[src/rtl/alu_serial_seq_if.sv]
// alu_serial_seq_if: request/response bundle for the bit-serial ALU controller.
interface alu_serial_seq_if #(parameter int WIDTH = 8);
    logic             in_valid;
    logic             in_ready;
    logic [WIDTH-1:0] a;
    logic [WIDTH-1:0] b;
    logic [1:0]       op;
    logic             out_valid;
    logic             out_ready;
    logic [WIDTH-1:0] result;
    logic             cout;
    logic             overflow;
    logic             zero;
    logic             busy;
    modport master (
        output in_valid, a, b, op, out_ready,
        input  in_ready, out_valid, result, cout, overflow, zero, busy
    );
    modport slave (
        input  in_valid, a, b, op, out_ready,
        output in_ready, out_valid, result, cout, overflow, zero, busy
    );
endinterface

[src/rtl/alu_serial_seq.sv]
// alu_serial_seq: bit-serial WIDTH-bit ALU that runs one alu_1bit slice LSB-first, one bit per cycle.
module alu_1bit (
    input  logic       a,
    input  logic       b,
    input  logic       cin,
    input  logic [1:0] op,
    output logic       r,
    output logic       cout
);
    logic bx;
    always_comb begin
        bx   = op == 2'b11 ? ~b : b;
        r    = op == 2'b00 ? a & b : op == 2'b01 ? a | b : a ^ bx ^ cin;
        cout = op[1] ? (a & bx) | (cin & (a ^ bx)) : 1'b0;
    end
endmodule

module alu_serial_seq #(
    parameter int WIDTH = 8
) (
    input logic          clk,
    input logic          rst_n,
    alu_serial_seq_if.slave bus
);
    localparam int CW = $clog2(WIDTH);
    localparam logic [1:0] IDLE = 2'd0;
    localparam logic [1:0] RUN  = 2'd1;
    localparam logic [1:0] DONE = 2'd2;
    localparam logic [CW-1:0] LAST = CW'(WIDTH - 1);

    logic [1:0]       state;
    logic [WIDTH-1:0] sa;
    logic [WIDTH-1:0] sb;
    logic [WIDTH-2:0] sr;
    logic [1:0]       sop;
    logic             carry;
    logic [CW-1:0]    cnt;
    logic             r;
    logic             c;
    logic [WIDTH-1:0] word;

    alu_1bit u_slice (.a(sa[0]), .b(sb[0]), .cin(carry), .op(sop), .r(r), .cout(c));

    assign word         = {r, sr};
    assign bus.in_ready  = state == IDLE;
    assign bus.out_valid = state == DONE;
    assign bus.busy      = state != IDLE;

    always_ff @(posedge clk) begin
        if (!rst_n) begin
            state        <= IDLE;
            carry        <= 1'b0;
            cnt          <= '0;
            bus.result   <= '0;
            bus.cout     <= 1'b0;
            bus.overflow <= 1'b0;
            bus.zero     <= 1'b1;
        end else if (state == IDLE) begin
            if (bus.in_valid) begin
                sa    <= bus.a;
                sb    <= bus.b;
                sop   <= bus.op;
                carry <= bus.op == 2'b11;
                cnt   <= '0;
                state <= RUN;
            end
        end else if (state == RUN) begin
            sa    <= sa >> 1;
            sb    <= sb >> 1;
            sr    <= word[WIDTH-1:1];
            carry <= c;
            cnt   <= cnt + 1'b1;
            // on the MSB bit, carry is that bit's carry-in, so cin XOR cout is signed overflow
            if (cnt == LAST) begin
                state        <= DONE;
                bus.result   <= word;
                bus.cout     <= c;
                bus.overflow <= sop[1] & (carry ^ c);
                bus.zero     <= word == '0;
            end
        end else begin
            state <= bus.out_ready ? IDLE : DONE;
        end
    end
endmodule

[src/flat_wrapper.sv]
// flat-port wrapper written by rule: the top's interface ports become plain ports
module alu_serial_seq_flat 
#(
    parameter int WIDTH = 8
)
  (clk, rst_n, bus_in_valid, bus_a, bus_b, bus_op, bus_out_ready, bus_in_ready, bus_out_valid, bus_result, bus_cout, bus_overflow, bus_zero, bus_busy);
  alu_serial_seq_if #(.WIDTH(WIDTH)) bus_i ();
  input logic clk;
  input logic rst_n;
  input wire logic [$bits(bus_i.in_valid)-1:0] bus_in_valid;
  input wire logic [$bits(bus_i.a)-1:0] bus_a;
  input wire logic [$bits(bus_i.b)-1:0] bus_b;
  input wire logic [$bits(bus_i.op)-1:0] bus_op;
  input wire logic [$bits(bus_i.out_ready)-1:0] bus_out_ready;
  output wire logic [$bits(bus_i.in_ready)-1:0] bus_in_ready;
  output wire logic [$bits(bus_i.out_valid)-1:0] bus_out_valid;
  output wire logic [$bits(bus_i.result)-1:0] bus_result;
  output wire logic [$bits(bus_i.cout)-1:0] bus_cout;
  output wire logic [$bits(bus_i.overflow)-1:0] bus_overflow;
  output wire logic [$bits(bus_i.zero)-1:0] bus_zero;
  output wire logic [$bits(bus_i.busy)-1:0] bus_busy;
  assign bus_i.in_valid = bus_in_valid;
  assign bus_i.a = bus_a;
  assign bus_i.b = bus_b;
  assign bus_i.op = bus_op;
  assign bus_i.out_ready = bus_out_ready;
  assign bus_in_ready = bus_i.in_ready;
  assign bus_out_valid = bus_i.out_valid;
  assign bus_result = bus_i.result;
  assign bus_cout = bus_i.cout;
  assign bus_overflow = bus_i.overflow;
  assign bus_zero = bus_i.zero;
  assign bus_busy = bus_i.busy;
  alu_serial_seq #(.WIDTH(WIDTH)) u_core (.clk(clk), .rst_n(rst_n), .bus(bus_i));
endmodule
[config.mk]
export PLATFORM = sky130hd
export DESIGN_NAME = alu_serial_seq_flat
export DESIGN_NICKNAME = d
export VERILOG_FILES = /design/src/rtl/alu_serial_seq_if.sv /design/src/rtl/alu_serial_seq.sv /design/src/flat_wrapper.sv
export SDC_FILE = /design/constraint.sdc
export NUM_CORES = 1
export LEC_CHECK = 0
export CELL_PAD_IN_SITES_DETAIL_PLACEMENT = 1
export CELL_PAD_IN_SITES_GLOBAL_PLACEMENT = 1
export CORE_MARGIN = 10
export CORE_UTILIZATION = 40
export DETAILED_ROUTE_END_ITERATION = 6
export GPL_ROUTABILITY_DRIVEN = 1
export GPL_TIMING_DRIVEN = 0
export PLACE_DENSITY_LB_ADDON = 0.3
export SETUP_SLACK_MARGIN = 0.3
export SKIP_LAST_GASP = 1
export SLEW_MARGIN = 30
export SYNTH_ARGS = -nofsm -noshare
export SYNTH_HDL_FRONTEND = slang
export SYNTH_SLANG_ARGS = --single-unit
[constraint.sdc]
create_clock -name clk -period 2 [get_ports clk]
set_clock_uncertainty 0.05 [all_clocks]
set_input_delay 0.2 -clock clk [delete_from_list [all_inputs] [get_ports clk]]
set_output_delay 0.2 -clock clk [all_outputs]
set_load 0.02 [all_outputs]
==> results.cfg <==
[floorplanning]
core_sq_um = 4090
rows = 23
io_pins = 36
die_h_um = 85.6
die_area_sq_um = 7320
die_x_um = 85.6
start_util_pct = 42.1

[route]
drt_wl_total_um = 3960
vias = 1150
drc_errors = 0
via_per_inst = 4.98
firstDrtPassIters = 4
wl_per_cell_um = 17.2
postRouteAntennaNets = 0
drtIter0Drc = 78

[cts]
cts_tree = built
cts_made_buffers = 5
cts-root-buf = clkbuf_8
path_clk_slew_ns = 0.08
cts.sinks = 42
cts_max_level = 2
clock_latency_ns = 0.29
hold_buffers = 0
clk_path_buf_depth = 2

[place]
dp_hpwl_um = 2860
io_buffers = 35
gp_congestion = 0.724
dp_cells = 216

[power]
p_sw_share_pct = 21.9
seqPwrFrac_pct = 57.0
p_int_mw = 1.34
combinationalPowerShare_pct = 10.4
clockPowerShare_pct = 32.6
p_leak_nw = 0.850
p_switching_uw = 376
peakVddDrop_v = 0.000419
powerDensity_nw_per_um2 = 746

[timing]
clock.fmax_mhz = 590
fin_crit_ns = 1.70
max_slew_margin_pct = 54.8
fin_tns_setup_ns = 0
tightest_slew_ns = 0.677
setup_viol = 0
hold_viol_final = 0
slew_violations = 0
timing.final.crit_share_pct = 84.8
hold_ws_ns = 0.409
rsz0062_at_grt = false

[critical_path]
cp-startpoint = u_core.sop[1]$_DFFE_PP_
cp.arrival_ns = 1.83
rr_endpoint = u_core.bus.result[7]$_SDFFE_PN0P_
worstSetupEndpoint = u_core.bus.result[7]$_SDFFE_PN0P_
worstPathRequired_ns = 2.14
r2r_slack_ns = 0.30
reg2regPathDepth = 6
end_kind = flop
cp_max_fo = 3
cp_slowest_cell = fa_1
path_common_cell = nand2_1
rr_startpoint = u_core.sop[1]$_DFFE_PP_
worstPathCellList = nand2_1 -> xnor2_1 -> fa_1 -> nand2_1 -> o31ai_2 -> o21ba_2
start_kind = flop
cp_slowest_stage_delay_ns = 0.44
path_class = reg -> reg

[global_routing]
grt_pass1_wl_um = 6400
grt_max_degree = 16
antenna_found_initial = 0
grt_usage_pct = 10.8
grt-ovfl-total = 0
grt_pass1_vias = 1299

[synthesis]
synth_edf_count = 25
synthArstFlopShare_pct = 0
syn_nets = 156
ys_ff_latch = 42
ys.warnings.count = 0
ys_seq_area_share_pct = 63.4
synth-main-ff-cell = edfxtp_1
syn_avg_cell_area_sq_um = 13.1
synth.distinct_cells = 36
synth_cells = 131
netlist_area_sq_um = 1720

[final_layout]
finalNetCount = 205
final_common_cell = clkdlybuf4s50_1
diodes = 0
final_cell_mix = clkdlybuf4s50_1, edfxtp_1, nand2_1, dfxtp_1, mux2_2
synthToLayoutAreaGrowth_pct = 33.7
drive_gt1_share_pct = 23.2
finalNonFillerCells = 231

[hold_path]
min_path_type = reg -> reg
min_from = u_core.bus.result[4]$_SDFFE_PN0P_

[job]
drv_cap = 0

[run_status]
status = finished, final reports clean
## repair_timing
item                                   4_1_cts  5_1_grt
buffers inserted                             3        4
resized for setup                            7        1
endpoints found under the hold margin        0        0
setup endpoints to repair                   23       17
pin swaps                                    1        1
## area by class of cell
class / count / area [sq um]
Clock inverter: 1 / 5.00
Fill cell: 436 / 1790
Buffer: 5 / 46.3
Clock buffer: 7 / 86.3
Timing Repair Buffer: 42 / 412
Sequential cell: 42 / 1090
Multi-Input combinational cell: 82 / 587
Inverter: 2 / 7.51
Tap cell: 50 / 62.6
## synthesized netlist by cell type, types with 2 or more instances
library cell	n	area share, %
a21oi_1	10	2.9
nor2b_1	2	0.73
ha_1	2	1.5
nand3_1	2	0.58
a22oi_1	2	0.87
nand2_1	19	4.1
inv_1	2	0.44
buf_6	3	2.0
and2_1	3	1.1
dfxtp_1	17	20
edfxtp_1	25	44
nor3_1	2	0.58
nor2_1	6	1.3
mux2_2	14	9.2
## how the worst min path moves through the flow
stage | slack [ns] | endpoint | depth (start not counted)
6_report | 0.41 | u_core.bus.result[4]$_SDFFE_PN0P_ | 2
4_1_cts | 0.42 | u_core.bus.result[2]$_SDFFE_PN0P_ | 2
3_5_place_dp | 0.41 | u_core.bus.result[2]$_SDFFE_PN0P_ | 2
2_1_floorplan | 0.21 | u_core.bus.zero$_SDFFE_PN1P_ | 1
5_1_grt | 0.44 | u_core.bus.result[1]$_SDFFE_PN0P_ | 2
3_3_place_gp | 0.39 | u_core.bus.result[4]$_SDFFE_PN0P_ | 2
## through the flow
| stage | utilization [%] | total power [mW] | area [sq um] | setup WS [ns] |
|---|---|---|---|---|
| 3_5_place_dp | 52.3 | 1.16 | 2140 | -0.406 |
| 4_1_cts | 55.5 | 1.73 | 2270 | 0.313 |
| 2_1_floorplan | - | 1.09 | 1720 | 0.364 |
| 3_3_place_gp | 52.3 | 1.15 | 2140 | -0.353 |
| 5_1_grt | 56.3 | 1.79 | 2300 | 0.221 |
| 6_report | 56.3 | 1.72 | 2300 | 0.305 |
## cell families (layout without fill, tap and decap cells)
family	Yosys count	in the layout	share of synthesized area [%]
AOI/OAI and AO/OA	21	21	8.58
xor gates and xnor gates	2	2	1.02
adders and majority gates	3	3	2.62
buffers and inverters	7	57	3.05
DFF	42	42	63.4
muxes	15	15	9.75
and+or+nand+nor	41	41	11.6
## critical path: cells and delay by family (launching register included)
kind	cells	cell delay [ns]
flops	1	0.42
xor+xnor	1	0.14
fa+ha+maj	1	0.44
compound gates	2	0.32
simple gates	2	0.22
## power by group through the flow
stage / sequential [mW] / clock [mW] / combinational [mW]
2_1_floorplan: 0.992 / 0 / 0.0932
3_3_place_gp: 0.996 / 0 / 0.154
3_5_place_dp: 0.999 / 0 / 0.162
4_1_cts: 0.979 / 0.576 / 0.174
5_1_grt: 0.984 / 0.609 / 0.196
6_report: 0.979 / 0.559 / 0.179
## registers in the layout, summed over array words and instances (netlist names), 2 cells and up
| register | flops |
|---|---|
| u_core.cnt | 3 |
| u_core.sb | 8 |
| u_core.sa | 8 |
| u_core.sop | 2 |
| u_core.bus.result | 8 |
| u_core.state | 2 |
| u_core.sr | 7 |
## layer usage
layer	vias to the layer above	part of all wire, %	GRT usage, %
met1	556	39	12.1
li1	571	-	-
met4	0	0.050	2.25
met3	2	4.4	4.45
met5	-	0	0
met2	21	56	18.7
Note: power is estimated with default switching activity, not from simulation.
